==> config.mk <==
export PLATFORM = sky130hd
export DESIGN_NAME = piso_tx
export DESIGN_NICKNAME = d
export VERILOG_FILES = /design/src/rtl/piso_tx.sv
export SDC_FILE = /design/constraint.sdc
export NUM_CORES = 1
export LEC_CHECK = 0
export CAP_MARGIN = 10
export CORE_UTILIZATION = 51
export CTS_CLUSTER_DIAMETER = 120
export DETAILED_ROUTE_END_ITERATION = 16
export HOLD_SLACK_MARGIN = 0.06
export PLACE_DENSITY = 0.81
export SLEW_MARGIN = 40
export SYNTH_ARGS = -nofsm -noshare
export SYNTH_HDL_FRONTEND = slang
export SYNTH_SLANG_ARGS = --single-unit
==> constraint.sdc <==
create_clock -name clock -period 3.25 [get_ports clock]
set_clock_uncertainty 0.2 [all_clocks]
set_input_delay 0.8125 -clock clock [delete_from_list [all_inputs] [get_ports clock]]
set_output_delay 0.8125 -clock clock [all_outputs]
set_load 0.03 [all_outputs]
==> src/rtl/piso_tx.sv <==
// Parallel-in serial-out transmitter: accepts a WIDTH-bit word and sends it one bit
// per bit_en strobe, framed by frame_out, with a one-cycle done pulse after the last bit.
module piso_tx #(
  parameter int WIDTH     = 8,
  parameter bit MSB_FIRST = 1'b1
) (
  input  logic             clock,
  input  logic             clear,
  input  logic             data_valid,
  input  logic [WIDTH-1:0] data_par,
  output logic             data_ready,
  input  logic             bit_en,
  output logic             serial_out,
  output logic             frame_out,
  output logic             done,
  output logic             state_dbg
);

  localparam int CW = (WIDTH > 1) ? $clog2(WIDTH) : 1;

  typedef enum logic {
    IDLE  = 1'b0,
    SHIFT = 1'b1
  } state_t;

  state_t           state;
  state_t           state_next;
  logic [CW-1:0]    count;
  logic [WIDTH-1:0] shreg;
  logic             accept;
  logic             advance;
  logic             last;

  // Handshake: a word transfers on a rising edge where data_valid and data_ready are
  // both 1; data_ready depends on state only, so upstream may hold data_valid freely.
  assign accept    = (state == IDLE) && data_valid;
  assign advance   = (state == SHIFT) && bit_en;
  assign last      = (count == CW'(WIDTH - 1));
  assign state_dbg = state;

  always_ff @(posedge clock or posedge clear) begin
    if (clear) state <= IDLE;
    else       state <= state_next;
  end

  always_comb begin
    state_next = state;
    data_ready = 1'b0;
    case (state)
      IDLE: begin
        data_ready = 1'b1;
        if (data_valid) state_next = SHIFT;
      end
      SHIFT: begin
        if (bit_en && last) state_next = IDLE;
      end
      default: state_next = IDLE;
    endcase
  end

  // serial_out always mirrors the output end of the register as it will be after the
  // edge, so the line is registered and the first bit appears one cycle after accept.
  always_ff @(posedge clock or posedge clear) begin
    if (clear) begin
      shreg      <= '0;
      count      <= '0;
      serial_out <= 1'b0;
      frame_out  <= 1'b0;
      done       <= 1'b0;
    end else begin
      done <= 1'b0;
      if (accept) begin
        shreg      <= data_par;
        count      <= '0;
        serial_out <= MSB_FIRST ? data_par[WIDTH-1] : data_par[0];
        frame_out  <= 1'b1;
      end else if (advance) begin
        if (last) begin
          count      <= '0;
          serial_out <= 1'b0;
          frame_out  <= 1'b0;
          done       <= 1'b1;
        end else begin
          shreg      <= MSB_FIRST ? (shreg << 1) : (shreg >> 1);
          count      <= count + CW'(1);
          serial_out <= MSB_FIRST ? shreg[WIDTH-2] : shreg[1];
        end
      end
    end
  end

endmodule

# --- Yosys cells after proc, flatten, opt, wreduce, memory -nomap -nowiden ---
# Index checks and enable logic that the tools add are counted.
classes:
  bitwise_logic: 1
  addsub: 1
  muxes: 19
  n_eq_ne: 2
  n_reduce_logical: 7
op_table:
  columns: ["operator", "n"]
  rows:
  - ["$mux 7", 3]
  - ["$mux 1", 12]
  - ["$mux 3", 3]
  - ["$reduce_and 2->1", 2]
  - ["$reduce_bool 2->1", 2]
  - ["$add 3x1->3 const B", 1]
  - ["$eq 3x3->1 const B", 1]
  - ["$logic_and 1x1->1", 3]
  - ["$ne 2x2->1 const B", 1]
  - ["$pmux 1 s2", 1]
  - ["$not 1->1", 1]
totals:
  elab_cells: 36
  ff_bits: 14
  out_inout_bits: 5
  in_bits: 12

# --- Longest topological paths before layout ---
depth:
  depth_word: 4
  mapped_depth: 4
  ltp_nobuf: 4

# --- Worst setup path before layout ---
# OpenSTA, ideal clock, no wires.
synth_timing:
  kind: "register to output"
  start: "reg state, in the netlist state_dbg"
  end: "out data_ready"
  setup_slack_ns: 1.251
  path_stages_with_launch: 3
  t_arrival_ns: 0.987
  t_required_ns: 2.237
  path_cell_list: "dfrtp_1 buf_2 inv_1"
synth_between:
  elab_chain_len: 1
synth_lines:
  columns: ["element", "line", "source"]
  rows:
  - ["start, declared", "26", "state_t state;"]
  - ["start signal, assigned", "43", "else state <= state_next;"]
  - ["$mux 1", "49", "case (state)"]
  - ["end, declared", "11", "output logic data_ready,"]
# No other way between the ends.

# --- Worst setup path after layout ---
# Same ends and word-level chain as after synthesis.

==> results.sh <==
export IMPL_drtIter0Drc=17
export IMPL_ys_ff_latch=14
export IMPL_p_switching_uw=220
export IMPL_rows=13
export IMPL_tns_ns=0
export IMPL_cts_tree="done"
export IMPL_netlist_area_um2=762
export IMPL_grt_overflow_total=0
export IMPL_final_layout_size_suffix_gt1_frac=0.111
export IMPL_reg2reg_slack_ns=1.51
export IMPL_synth_cell_type_count=23
export IMPL_cp_endpoint="data_ready"
export IMPL_drv_cap=0
export IMPL_nFillCells=99
export IMPL_synth_warnings=0
export IMPL_clock_latency_ns=0.27
export IMPL_vias=563
export IMPL_max_freq_mhz=384
export IMPL_start_util=0.564
export IMPL_grt_max_degree=26
export IMPL_cts_resized=0
export IMPL_max_slew_margin_rel=0.656
export IMPL_drc_errors=0
export IMPL_root_buffer="clkbuf_4"
export IMPL_synth_cells=66
export IMPL_syn_area_per_cell_um2=11.5
export IMPL_path_delay_family="buffers and inverters"
export IMPL_grt_antenna_before_repair=0
export IMPL_hold_ws_ns=0.303
export IMPL_slew_viol_final=0
export IMPL_reg2reg_depth=4
export IMPL_cts_htree_levels=1
export IMPL_wire_per_inst_um=14.7
export IMPL_clk_path_buf_depth=2
export IMPL_core_area_um2=1350
export IMPL_die_y_um=40.7
export IMPL_cts_made_buffers=3
export IMPL_ys_seq_area_frac=0.460
export IMPL_dieArea_um2=1650
export IMPL_cp_arrival_ns=1.59
export IMPL_grt_first_pass_wirelength_um=2200
export IMPL_holdCritPathClass="reg -> reg"
export IMPL_tightest_slew_ns=0.515
export IMPL_end_kind="output pin"
export IMPL_port_buffers=16
export IMPL_max_stage_delay_ns=0.66
export IMPL_r2r_end="shreg[5]"
export IMPL_outcome="finished clean"
export IMPL_crit_slowest_cell="clkdlybuf4s50_1"
export IMPL_antenna_left=0
export IMPL_period_minus_slack_ns=2.61
export IMPL_clock_sinks=14
export IMPL_dp_hpwl_um=975
export IMPL_grt_usage=0.213
export IMPL_antenna_cells=0
export IMPL_rsz0062_at_grt="no"
export IMPL_gp_congestion=0.683
export IMPL_setup_viol=0
export IMPL_startpoint_type="flop"
export IMPL_grt_pass1_vias=525
export IMPL_hold_violations=0
export IMPL_ios=17
export IMPL_cp_startpoint="state_dbg"
export IMPL_p_int_uw=423
export IMPL_die_width_um=40.7
export IMPL_path_buf_inv=3
export IMPL_r2r_start="count[0]"
export IMPL_nets=98
export IMPL_power_density_nw_per_um2=683
export IMPL_vdd_drop_max_uv=386
export IMPL_synth_nets=81
export IMPL_clockPowerShare=0.147
export IMPL_worst_path_stages=3
export IMPL_fin_crit_sh=0.802
export IMPL_p_comb_frac=0.415
export IMPL_switching_share=0.342
export IMPL_vias_per_cell=5.86
export IMPL_path_clk_slew_ns=0.08
export IMPL_path_max_fanout=25
export IMPL_cts_hold_buf=0
export IMPL_routed_wl_um=1420
export IMPL_cp_data_required_time_ns=2.24
export IMPL_p_leak_nw=0.440
export IMPL_path_cells="buf_4 > inv_1 > clkdlybuf4s50_1"
export IMPL_criticalPathCategory="reg -> out"
export IMPL_detail_route_first_pass_iterations=4
export IMPL_synthToLayoutAreaGrowth_pct=23.5
export IMPL_post_cts_buffers=0
export IMPL_pwr_share_seq=0.438
[layout by cell type (no fill, tap or decap), types with 2 or more instances in the layout]
cell,count
clkbuf_4,3
and3_1,2
ha_1,3
a311oi_1,6
nor2_1,3
dfrtp_1,14
inv_1,9
clkdlybuf4s50_1,16
and4bb_2,4
nor3b_1,6
a32o_1,3
[power by group through the flow]
| stage | Clock [mW] | Sequential, mW | Combinational (mW) |
|---|---|---|---|
| floorplan | 0 | 0.307 | 0.160 |
| global placement | 0 | 0.281 | 0.263 |
| detailed placement | 0 | 0.284 | 0.269 |
| CTS | 0.0990 | 0.281 | 0.269 |
| global route | 0.105 | 0.288 | 0.294 |
| finish | 0.0947 | 0.281 | 0.267 |
[cells in the mapped netlist]
cell type	count	area (um2)
nor4bb_1	1	10.0
o21ai_0	1	5.00
a311oi_1	6	52.6
nand2b_1	1	6.26
and3_1	2	12.5
buf_2	3	15.0
inv_1	9	33.8
and4b_1	1	10.0
nor3b_1	6	45.0
buf_6	1	11.3
mux2i_1	1	10.0
nand3b_4	1	20.0
nor2_1	3	11.3
ha_1	3	37.5
a31o_1	1	8.76
and2b_1	1	7.51
dfrtp_1	14	350
clkbuf_1	1	3.75
a32o_1	3	30.0
and4bb_1	1	12.5
and3b_1	1	8.76
and4bb_2	4	50.1
a221o_1	1	10.0
[cell type report]
class	instances	area, um2	area share
sequential	14	350	0.372
clock buffer	3	22.5	0.0239
timing repair buffer	17	168	0.178
inverter	9	33.8	0.0359
multi-input combinational	38	348	0.370
tap	15	18.8	0.0199
[kinds of logic after synthesis]
group           after synthesis  share of synthesized area
compound gates               12                      0.140
fa+ha+maj                     3                     0.0493
buf+inv                      14                     0.0837
flops                        14                      0.460
mux                           1                     0.0131
simple gates                 22                      0.255
[through the flow]
step                      area [um2]  utilization  setup WS [ns]  power [mW]  std cells
after global routing             941        0.697          0.569       0.687         96
after global placement           918        0.680          0.846       0.544         93
after floorplan                  762            -           1.25       0.467         66
after CTS                        941        0.697          0.628       0.650         96
final                            941        0.697          0.643       0.643         96
after detailed placement         918        0.680          0.840       0.553         93
[registers in the layout, indices dropped and copies added, names as in the netlist]
register,count
count,3
state_dbg,1
serial_out,1
done,1
shreg,7
frame_out,1
[metal layers]
| metal | routed length [um] | global-route usage | vias up |
|---|---|---|---|
| li1 | - | - | 277 |
| met1 | 669 | 0.279 | 263 |
| met2 | 638 | 0.333 | 19 |
| met3 | 84 | 0.0326 | 4 |
| met4 | 23 | 0.125 | 0 |
| met5 | 0 | 0 | - |
[worst min-delay path by stage]
stage	start	to	slack, ns	depth (start not counted)
after CTS	shreg[0]	shreg[0]	0.31	1
after global placement	shreg[0]	shreg[0]	0.29	1
after global routing	shreg[0]	shreg[0]	0.34	1
final	shreg[0]	shreg[0]	0.30	1
after detailed placement	shreg[0]	shreg[0]	0.29	1
after floorplan	shreg[0]	shreg[0]	0.26	1
(Power assumes the default switching activity.)
